**src/rtl/uart_ctrl_pkg.sv**
```systemverilog
// Shared definitions for the UART controller slice.
// Contents:
//   DEFAULT_CLK_HZ / DEFAULT_BAUD : default clock and bit rate
//   BYTE_W                        : width of every byte stream in the slice
//   tx_state_e                    : encoding of the transmit sequencer state
package uart_ctrl_pkg;

    localparam int unsigned DEFAULT_CLK_HZ = 50_000_000;
    localparam int unsigned DEFAULT_BAUD   = 9600;
    localparam int unsigned BYTE_W         = 8;

    typedef enum logic [1:0] {
        TX_IDLE  = 2'd0,
        TX_START = 2'd1,
        TX_BUSY  = 2'd2,
        TX_DONE  = 2'd3
    } tx_state_e;

endpackage

```
**src/rtl/uart_ctrl_fifo.sv**
```systemverilog
// byte_fifo: registered first-word-fall-through byte FIFO.
// Ports:
//   clk, reset         : clock, synchronous active-low reset (pointers only)
//   push, din          : write request and data; ignored while full
//   pop                : read request; ignored while empty
//   dout               : current head, valid while empty=0
//   full, empty        : status from pointers with one extra wrap bit
// A push into an empty FIFO shows on dout the following cycle. On a full
// FIFO a same-cycle push is refused even if a pop happens, because full is
// taken from the registered pointers.
module byte_fifo
    import uart_ctrl_pkg::*;
#(
    parameter int unsigned DEPTH = 16
) (
    input  logic              clk,
    input  logic              reset,
    input  logic              push,
    input  logic [BYTE_W-1:0] din,
    input  logic              pop,
    output logic [BYTE_W-1:0] dout,
    output logic              full,
    output logic              empty
);

    localparam int unsigned AW = $clog2(DEPTH);

    logic [AW:0]       wr_ptr_q, wr_ptr_d;
    logic [AW:0]       rd_ptr_q, rd_ptr_d;
    logic [BYTE_W-1:0] mem_q [DEPTH];
    logic              do_push;
    logic              do_pop;

    always_comb begin
        empty    = (wr_ptr_q == rd_ptr_q);
        // Same slot but different lap: writer is a whole buffer ahead.
        full     = (wr_ptr_q[AW] != rd_ptr_q[AW]) &&
                   (wr_ptr_q[AW-1:0] == rd_ptr_q[AW-1:0]);
        do_push  = push && !full;
        do_pop   = pop && !empty;
        wr_ptr_d = wr_ptr_q;
        rd_ptr_d = rd_ptr_q;
        if (do_push) wr_ptr_d = wr_ptr_q + {{AW{1'b0}}, 1'b1};
        if (do_pop)  rd_ptr_d = rd_ptr_q + {{AW{1'b0}}, 1'b1};
        dout     = mem_q[rd_ptr_q[AW-1:0]];
    end

    always_ff @(posedge clk) begin
        if (!reset) begin
            wr_ptr_q <= '0;
            rd_ptr_q <= '0;
        end else begin
            wr_ptr_q <= wr_ptr_d;
            rd_ptr_q <= rd_ptr_d;
        end
    end

    // Storage needs no reset: empty masks stale contents.
    always_ff @(posedge clk) begin
        if (do_push) mem_q[wr_ptr_q[AW-1:0]] <= din;
    end

endmodule

```
**src/rtl/uart_ctrl.sv**
```systemverilog
// uart_ctrl: wraps a byte-level UART core with FIFO-buffered byte streams.
// Ports:
//   clk, reset            : clock, synchronous active-low reset
//   tx_valid/tx_data/tx_ready : outgoing byte stream from the core
//   rx_valid/rx_data/rx_ready : incoming byte stream to the core
//   rx_overflow           : sticky, a received byte was dropped (RX FIFO full)
//   tx_idle               : nothing queued and no frame in flight
//   uart_enable           : one-cycle baud tick to the UART core
//   uart_data_tx          : transmit hold register, stable for a whole frame
//   uart_start_transmit   : start request, held until the core accepts
//   uart_tx_ready         : UART core not transmitting
//   uart_data_rx, uart_receive_done : last received byte and its done level
// Stream handshake: a byte moves on a cycle where valid and ready are both 1;
// valid never depends on ready, and data is held while valid waits for ready.
module uart_ctrl
    import uart_ctrl_pkg::*;
#(
    parameter int unsigned CLK_HZ   = DEFAULT_CLK_HZ,
    parameter int unsigned BAUD     = DEFAULT_BAUD,
    parameter int unsigned TX_DEPTH = 16,
    parameter int unsigned RX_DEPTH = 16
) (
    input  logic              clk,
    input  logic              reset,
    input  logic              tx_valid,
    input  logic [BYTE_W-1:0] tx_data,
    output logic              tx_ready,
    output logic              rx_valid,
    output logic [BYTE_W-1:0] rx_data,
    input  logic              rx_ready,
    output logic              rx_overflow,
    output logic              tx_idle,
    output logic              uart_enable,
    output logic [BYTE_W-1:0] uart_data_tx,
    output logic              uart_start_transmit,
    input  logic              uart_tx_ready,
    input  logic [BYTE_W-1:0] uart_data_rx,
    input  logic              uart_receive_done
);

    localparam int unsigned DIV = CLK_HZ / BAUD;
    localparam int unsigned CW  = (DIV > 2) ? $clog2(DIV) : 1;
    localparam logic [CW-1:0] CNT_MAX = CW'(DIV - 1);

    // ---------------- baud divider (free-running) ----------------
    logic [CW-1:0] baud_cnt_q, baud_cnt_d;
    logic          baud_tick;

    always_comb begin
        baud_tick  = (baud_cnt_q == CNT_MAX);
        baud_cnt_d = baud_tick ? '0 : baud_cnt_q + CW'(1);
    end

    // ---------------- TX FIFO ----------------
    logic              tx_push, tx_pop, tx_full, tx_empty;
    logic [BYTE_W-1:0] tx_dout;

    assign tx_ready = !tx_full;
    assign tx_push  = tx_valid && tx_ready;

    byte_fifo #(.DEPTH(TX_DEPTH)) u_tx_fifo (
        .clk   (clk),
        .reset (reset),
        .push  (tx_push),
        .din   (tx_data),
        .pop   (tx_pop),
        .dout  (tx_dout),
        .full  (tx_full),
        .empty (tx_empty)
    );

    // ---------------- TX sequencer ----------------
    tx_state_e         state_q, state_d;
    logic [BYTE_W-1:0] data_tx_q, data_tx_d;

    always_ff @(posedge clk) begin
        if (!reset) state_q <= TX_IDLE;
        else        state_q <= state_d;
    end

    always_comb begin
        state_d = state_q;
        case (state_q)
            TX_IDLE:  if (!tx_empty) state_d = TX_START;
            // The core samples start only on a tick while it is free.
            TX_START: if (baud_tick && uart_tx_ready) state_d = TX_BUSY;
            TX_BUSY:  if (!uart_tx_ready) state_d = TX_DONE;
            // Ready returns once the stop bit is on the line.
            TX_DONE:  if (uart_tx_ready) state_d = TX_IDLE;
            default:  state_d = TX_IDLE;
        endcase
    end

    always_comb begin
        tx_pop              = (state_q == TX_IDLE) && !tx_empty;
        uart_start_transmit = (state_q == TX_START);
        tx_idle             = (state_q == TX_IDLE) && tx_empty;
        data_tx_d           = tx_pop ? tx_dout : data_tx_q;
    end

    // ---------------- RX capture ----------------
    logic              rx_done_q, rx_done_d;
    logic              rx_overflow_q, rx_overflow_d;
    logic              rx_edge, rx_push, rx_pop, rx_full, rx_empty;

    always_comb begin
        rx_done_d     = uart_receive_done;
        // Done stays high for about a bit period; capture once per rise.
        rx_edge       = uart_receive_done && !rx_done_q;
        rx_push       = rx_edge && !rx_full;
        rx_valid      = !rx_empty;
        rx_pop        = rx_ready && rx_valid;
        // Full is judged before any same-cycle pop, so the byte is lost.
        rx_overflow_d = rx_overflow_q || (rx_edge && rx_full);
    end

    byte_fifo #(.DEPTH(RX_DEPTH)) u_rx_fifo (
        .clk   (clk),
        .reset (reset),
        .push  (rx_push),
        .din   (uart_data_rx),
        .pop   (rx_pop),
        .dout  (rx_data),
        .full  (rx_full),
        .empty (rx_empty)
    );

    // ---------------- datapath registers ----------------
    always_ff @(posedge clk) begin
        if (!reset) begin
            baud_cnt_q    <= '0;
            data_tx_q     <= '0;
            rx_done_q     <= 1'b0;
            rx_overflow_q <= 1'b0;
        end else begin
            baud_cnt_q    <= baud_cnt_d;
            data_tx_q     <= data_tx_d;
            rx_done_q     <= rx_done_d;
            rx_overflow_q <= rx_overflow_d;
        end
    end

    assign uart_enable  = baud_tick;
    assign uart_data_tx = data_tx_q;
    assign rx_overflow  = rx_overflow_q;

endmodule

```
**config.mk**
```make
export PLATFORM = sky130hd
export DESIGN_NAME = uart_ctrl
export DESIGN_NICKNAME = d
export VERILOG_FILES = /design/src/rtl/uart_ctrl_pkg.sv /design/src/rtl/uart_ctrl_fifo.sv /design/src/rtl/uart_ctrl.sv
export SDC_FILE = /design/constraint.sdc
export NUM_CORES = 1
export LEC_CHECK = 0
export CORE_ASPECT_RATIO = 1.5
export CORE_MARGIN = 3
export CORE_UTILIZATION = 35
export DETAILED_ROUTE_END_ITERATION = 16
export PLACE_DENSITY_LB_ADDON = 0.3
export SLEW_MARGIN = 25
export SYNTH_ARGS = -nofsm -noshare
export SYNTH_HDL_FRONTEND = slang
export SYNTH_HIERARCHICAL = 1
export SYNTH_SLANG_ARGS = --single-unit
```
**constraint.sdc**
```tcl
create_clock -name clk -period 2.5 [get_ports clk]
set_input_delay 0.5 -clock clk [delete_from_list [all_inputs] [get_ports clk]]
set_output_delay 0.5 -clock clk [all_outputs]
set_load 0.05 [all_outputs]
```
==> results by group, run 1 <==
Run status
  – Status: complete, but fails checks
  – Failing checks: setup timing

Worst hold path
  – Hold Path Stages: 2
  – Worst min-delay path category: reg -> reg

Critical path
  – Max Fanout on Critical Path: 8
  – Worst EP required: 2.00 ns
  – Critical path capture point type: output port
  – CP dominant cell by count: mux4_2
  – Critical path type: reg -> out
  – CP startpoint kind: flop
  – Max stage delay on crit path: 0.55 ns
  – CP arrival: between 2 and 2.5 ns
  – Crit path cell chain: buf_12, mux4_2, mux4_2, buf_6
  – Worst Reg-to-Reg Cells: 10
  – CP max-delay cell: mux4_2

Synthesis
  – Post-synthesis simple-gate area fraction: 7.064%
  – Fraction of registers with async set/reset: 0%
  – Synth top area share: 60.36%
  – Syn_nets: 737
  – Top_reg_cell synth: edfxtp_1
  – Cell with the most instances after synthesis: edfxtp_1
  – Synth Register Bits: 309
  – Biggest area consumer among synthesized cells: edfxtp_1
  – Avg Inst Size Synth: 18.19 um2
  – EDFF count, synth: around 260
  – Sequential area share after synthesis: roughly 69%
  – Synth top cells by count: edfxtp_1 (256), dfxtp_1 (53), mux4_2 (52), nand2_1 (36), mux4_1 (28)
  – Post-Syn Area: between 10000 and 15000 um2
  – Mux cell area share after synthesis: 16.23%
  – Post-Synth XOR/XNOR Area: under 10%
  – Synth cell types: between 40 and 50
  – Compound-Gate Fraction of Synth Area: 2.368%
  – Ranking of synthesized cells by area: edfxtp_1 (60%), mux4_2 (9.2%), dfxtp_1 (8.3%)
  – Largest family of logic cells by synthesized area: multiplexers
  – Adder-Cell Fraction of Synth Area: roughly 1.5%
  – Yosys warning total: 6
  – Syn Inst Count: 700

Timing
  – Final setup TNS: -2.906 ns
  – Final Critical Period: roughly 2.9 ns
  – Worst setup margin: -0.3826 ns
  – Final setup viols: 8
  – Tightest Pin Transition: 0.6081 ns
  – Relative slew slack: 59.34%
  – Worst Clk Skew: 0.01464 ns
  – Slew Limit Fails: 0
  – Final hold viol count: 0
  – Hold slack: between 0.4 and 0.5 ns
  – RSZ-0062 raised after global routing: yes
  – Final Cycle Share: 115.3%
  – Max Fclk: between 300 and 400 MHz

Floorplanning
  – Die Wd: 161.8 um
  – Initial Util: 35.85%
  – Core area: 35520 um2
  – Total die area: between 30000 and 40000 um2
  – I/O pins: 44
  – Placement Rows: 84
  – Die height: 239.6 um

Global routing
  – Largest net degree at the start of global routing: 33
  – Vias in the first global route: between 7000 and 8000
  – Initial antenna violation count: 0
  – First-pass GRT wire length: 42390 um
  – Gr usage total: 14.40%
  – Grt ovf: 0

Placed design
  – Placed insts: approximately 1300
  – Detailed placer's ending HPWL: between 15000 and 20000 um
  – DP Worst Slack: -0.07909 ns
  – Port bufs: 43
  – RD Place Congestion: roughly 0.8
  – Placed standard-cell area: 14310 um2

Power and ir drop
  – Leak: 5.140 nW
  – Final total power: 12.57 mW
  – Pwr/cell area: roughly 820 nW/um2
  – VDD IR-drop max: 0.5193 mV

Clock network
  – Clk slew on worst S/H paths: 0.06 ns
  – CTS Hold Buffers Added: 0
  – TritonCTS Sinks: ~310
  – CTS root buf: clkbuf_16
  – Num CTS Buffers: 30
  – Worst-skew pair later-pin latency: about 0.56 ns
  – CTS tree: built
  – CTS Buffer Depth: 3
  – # H-tree levels: 1

Layout
  – Nets@finish: around 860
  – Layout cells sized above 1: 27.88%
  – Post-layout util: ~43%
  – Area growth, synth to finish: 21.04%
  – Post-route cell area: 15420 um2
  – Antenna diodes: 0
  – Finished Layout Cells: 1316

Run
  – # Max-Cap Violations: 0

Drt
  – Routed Antenna Nets: 0
  – DRT Pass-1 Iters: 5
  – Routed len/inst: between 20 and 25 um
  – Vias: 6663
  – Drt drc: 0
  – DR vias/cell: 5.063
  – Overall routed net length: between 20000 and 30000 um
  – DR iter-0 viols: 472
[sequential cells by signal, summed over array words and instances (netlist names), 2 cells and up, named ones only]
signal	flops
baud_cnt_q	13
state_q	2
u_rx_fifo/mem_q	128
u_rx_fifo/rd_ptr_q	5
u_rx_fifo/wr_ptr_q	5
u_tx_fifo/mem_q	128
u_tx_fifo/rd_ptr_q	5
u_tx_fifo/wr_ptr_q	5
uart_data_tx	8
[layout make-up]
class | instances | area (um2)
tap | 473 | 591.8
clock buffer | 31 | 754.5
timing repair buffer | 122 | 1325
multi-input combinational | 335 | 3672
fill | 3210 | 20110
sequential | 309 | 8772
inverter | 23 | 86.33
clock inverter | 23 | 214.0
[repair_timing]
item	4_1_cts	5_1_grt
setup endpoints to repair	11	12
gates resized for setup	30	23
gates cloned	1	0
hold endpoints to repair	0	0
buffers inserted	2	2
pin swaps	2	5
[routing by layer]
metal	track usage, %	wire [um]	share of wire, %	vias up
li1	-	-	-	3064
met5	0	0	0	-
met3	2.266	1019	3.7	68
met2	27.04	15120	55	139
met1	15.95	10260	37	3392
met4	6.467	1230	4.5	0
[logic make-up after synthesis]
kind of cell | after synthesis
AO/OA/AOI/OAI | 41
XOR/XNOR | 23
AND/OR/NAND/NOR | 160
multiplexers | 96
adder cells (fa/ha/maj) | 15
buffers and inverters | 56
flip-flops | 309
[worst max-delay path, delay by kind of cell, from the launching register on]
kind / cells / cell delay, ns
buf+inv: 2 / 0.32
flops: 1 / 0.43
mux: 2 / 1.07
[report_power, final]
part	leakage, nW	internal, mW	total (mW)	switching, mW
sequential	2.75	5.72	5.83	0.115
clock	0.474	2.51	4.41	1.90
combinational	1.92	1.05	2.33	1.28
[path summary, 6_finish.rpt]
check        slack, ns                     to             startpoint
min               0.46        uart_data_tx[6]        uart_data_tx[6]
max reg2reg       0.11  u_rx_fifo/mem_q[0][7]  u_rx_fifo/rd_ptr_q[2]
max              -0.38             rx_data[2]                   flop
min reg2reg       0.46        uart_data_tx[6]        uart_data_tx[6]
[placed cells by master (no fill, tap or decap), types with 14 or more instances in the layout]
cell type / synthesis / routed
edfxtp_1: 256 / 256
mux4_2: 52 / 64
buf_4: 6 / 58
dfxtp_1: 53 / 40
nand2_1: 36 / 36
clkbuf_16: 0 / 30
clkdlybuf4s50_1: 0 / 30
and3_1: 27 / 26
inv_1: 22 / 22
buf_12: 2 / 22
nand3_1: 19 / 19
nor2_1: 21 / 18
mux4_1: 28 / 16
mux2i_1: 16 / 16
nand4_1: 15 / 15
ha_1: 15 / 15
o211ai_1: 14 / 14
(Power assumes the default switching activity.)
==> inputs of run 2 (changes only) <==
--- a/config.mk
+++ b/config.mk
@@ -8,6 +8,7 @@
 export CORE_ASPECT_RATIO = 1.5
 export CORE_MARGIN = 3
 export CORE_UTILIZATION = 35
+export CTS_BUF_LIST = sky130_fd_sc_hd__clkbuf_4 sky130_fd_sc_hd__clkbuf_8
 export DETAILED_ROUTE_END_ITERATION = 16
 export PLACE_DENSITY_LB_ADDON = 0.3
 export SLEW_MARGIN = 25
==> constraint.sdc (replaced) <==
create_clock -name clk -period 2.5 [get_ports clk]
set_input_delay 0.25 -clock clk [delete_from_list [all_inputs] [get_ports clk]]
set_output_delay 0.25 -clock clk [all_outputs]
set_load 0.05 [all_outputs]
==> run 2 against run 1 <==
Compared with the run above:
- the run still ends with setup timing left
- critical endpoint is now rx_data[6]
- largest power group unchanged
- sequential power about the same
- first-iteration DRC count decreased by 32%
- fmax increased by 7.2%
- sequential share of layout area increased by 1.6 points
- utilization decreased by 1.3 points
- combinational power decreased by 5%
- via count decreased by 0.54%
- cell count about the same
==> results by group, run 2 (synthesized netlist as in run 1, its figures left out) <==
Layout
  – Nets@finish: 841 (-2.0%)
  – Area growth, synth to finish: 17.44%
  – Fillers: 3231 (+0.65%)
  – Most frequent cells in the layout: edfxtp_1 (256), mux4_2 (61), clkbuf_8 (51), dfxtp_1 (50), buf_4 (40)
  – Layout cells sized above 1: 25.56% (-2.3 points)
  – Most common cell after layout, fill and taps aside: edfxtp_1

Clock network
  – Clk slew on worst S/H paths: 0.06 ns (about the same)
  – CTS tree: built
  – Num CTS Buffers: 47 (+57%)
  – TritonCTS Sinks: 309 (unchanged)
  – # H-tree levels: 2 (+1)
  – Worst-skew pair later-pin latency: 0.59 ns (+0.03 ns)
  – Setup bufs post-CTS: 0 (-2)
  – CTS Buffer Depth: 3 (unchanged)
  – CTS root buf: clkbuf_8

Drt
  – Drt drc: 0 (unchanged)
  – DR iter-0 viols: 321 (-32%)
  – Overall routed net length: 26860 um (-2.8%)
  – Routed len/inst: 20.43 um (-2.7%)
  – Vias: 6627 (-0.54%)
  – DRT Pass-1 Iters: 4 (-1)
  – DR vias/cell: 5.040 (-0.46%)
  – Routed Antenna Nets: 0 (unchanged)

Timing
  – Final setup TNS: -1.355 ns (+1.551 ns)
  – Tightest Pin Transition: 0.7251 ns (+0.1170 ns)
  – Hold slack: 0.3427 ns (-0.1177 ns)
  – Worst Clk Skew: 0.02334 ns (+0.008698 ns)
  – Slew Limit Fails: 0 (unchanged)
  – Final setup viols: 8 (unchanged)
  – Final hold viol count: 0 (unchanged)
  – Final Cycle Share: 107.5% (-7.8 points)
  – Relative slew slack: 51.51% (-7.8 points)
  – Worst setup margin: -0.1884 ns (+0.1942 ns)
  – Max Fclk: 372.0 MHz (+7.2%)
  – Final Critical Period: 2.688 ns (-0.1942 ns)
  – RSZ-0062 raised after global routing: yes

Critical path
  – CP startpoint kind: flop
  – Reg-to-reg startpoint: u_rx_fifo/rd_ptr_q[2]
  – Crit path cell chain: buf_12, mux4_2, mux4_2, buf_6
  – Max Fanout on Critical Path: 8 (unchanged)
  – Worst Path Buf+Inv: 2 (unchanged)
  – Critical path capture point type: output port
  – CP arrival: 2.44 ns (+0.06 ns)
  – CP max-delay cell: mux4_2
  – Critical path type: reg -> out
  – Max stage delay on crit path: 0.57 ns (+0.02 ns)
  – Worst EP required: 2.25 ns (+0.25 ns)
  – Crit path max-delay family: multiplexers
  – CP dominant cell by count: mux4_2

Global routing
  – First-pass GRT wire length: 41270 um (-2.7%)
  – Vias in the first global route: 6915 (-1.6%)
  – Initial antenna violation count: 1 (+1)
  – Grt ovf: 0 (unchanged)
  – Gr usage total: 14.04% (-0.36 points)
  – Largest net degree at the start of global routing: 33 (unchanged)

Placed design
  – Detailed placer's ending HPWL: 18140 um (-5.7%)
  – DP Worst Slack: 0.1647 ns (+0.2438 ns)
  – Port bufs: 43 (unchanged)
  – RD Place Congestion: 0.7744 (-4.5%)

Run status
  – Failing checks: setup timing
  – Status: complete, but fails checks

Floorplanning
  – Placement Rows: 84 (unchanged)
  – Die Wd: 161.8 um (unchanged)
  – Total die area: 38760 um2 (unchanged)
  – Initial Util: 35.85% (unchanged)
  – I/O pins: 44 (unchanged)
  – Die height: 239.6 um (unchanged)
  – Core area: 35520 um2 (unchanged)

Power and ir drop
  – Pwr/cell area: 827.9 nW/um2 (+1.6%)
  – Leak: 4.957 nW (-3.6%)
  – VDD IR-drop max: 0.3864 mV (-26%)

Worst hold path
  – Hold path start: uart_receive_done
  – Worst min-delay path category: in -> reg

Run
  – # Max-Cap Violations: 0 (unchanged)
[run 2: worst reg2reg max path, stage by stage, from the launching register on]
cell	delay, ns
dfxtp_1	0.43
xnor2_1	0.12
nand4_1	0.18
nor2_1	0.08
nor3b_1	0.30
inv_1	0.15
a21oi_4	0.16
buf_12	0.16
and3_1	0.41
[run 2: metal layers]
metal / global-route usage (%) / share of wire [%] / routed length, um / up-vias
met5: 0 / 0 / 0 / -
met4: 5.510 / 3.0 / 805 / 0
met3: 2.612 / 3.7 / 989 / 49
met2: 26.26 / 55 / 14860 / 145
met1: 15.74 / 38 / 10200 / 3393
li1: - / - / - / 3040
[run 2: area by class of cell]
class / count / area [um2] / area share, %
diodes: 1 / 2.502 / 0.01673
multi-input cells: 335 / 3635 / 24.30
inverters: 23 / 86.33 / 0.5772
well taps: 473 / 591.8 / 3.957
repair buffers: 88 / 894.6 / 5.981
clock buffers: 60 / 769.5 / 5.145
flip-flops and latches: 309 / 8755 / 58.53
clock inverters: 26 / 222.7 / 1.489
[run 2: metrics by stage]
step                      area, um2  total power, mW  std cells  util (%)
after global placement        13880            8.131       1225     39.07
after global routing          14960            12.93       1315     42.10
after detailed placement      13880            8.150       1225     39.07
final                         14960            12.38       1315     42.10
after floorplan               12740            7.441        700         -
after CTS                     14920            12.56       1313     42.01
[run 2: what timing repair did]
| action | 4_1_cts | 5_1_grt |
|---|---|---|
| cloned | 2 | 1 |
| hold buffers | 0 | 0 |
| setup endpoints to repair | 9 | 78 |
| gates resized for setup | 17 | 15 |
[run 2: worst paths after layout]
| path | slack, ns | cells past startpoint | to |
|---|---|---|---|
| setup / recovery | -0.19 | 4 | rx_data[6] |
| hold / removal | 0.34 | 2 | rx_done_q |
| setup reg to reg | 0.15 | 8 | u_rx_fifo/mem_q[8][3] |
| hold reg to reg | 0.46 | 1 | baud_cnt_q[0] |
[run 2: report_power, final]
| part | internal [mW] | switching, mW |
|---|---|---|
| Sequential | 5.72 | 0.119 |
| Clock | 2.36 | 1.96 |
| Combinational | 0.978 | 1.25 |
| Total | 9.06 | 3.32 |
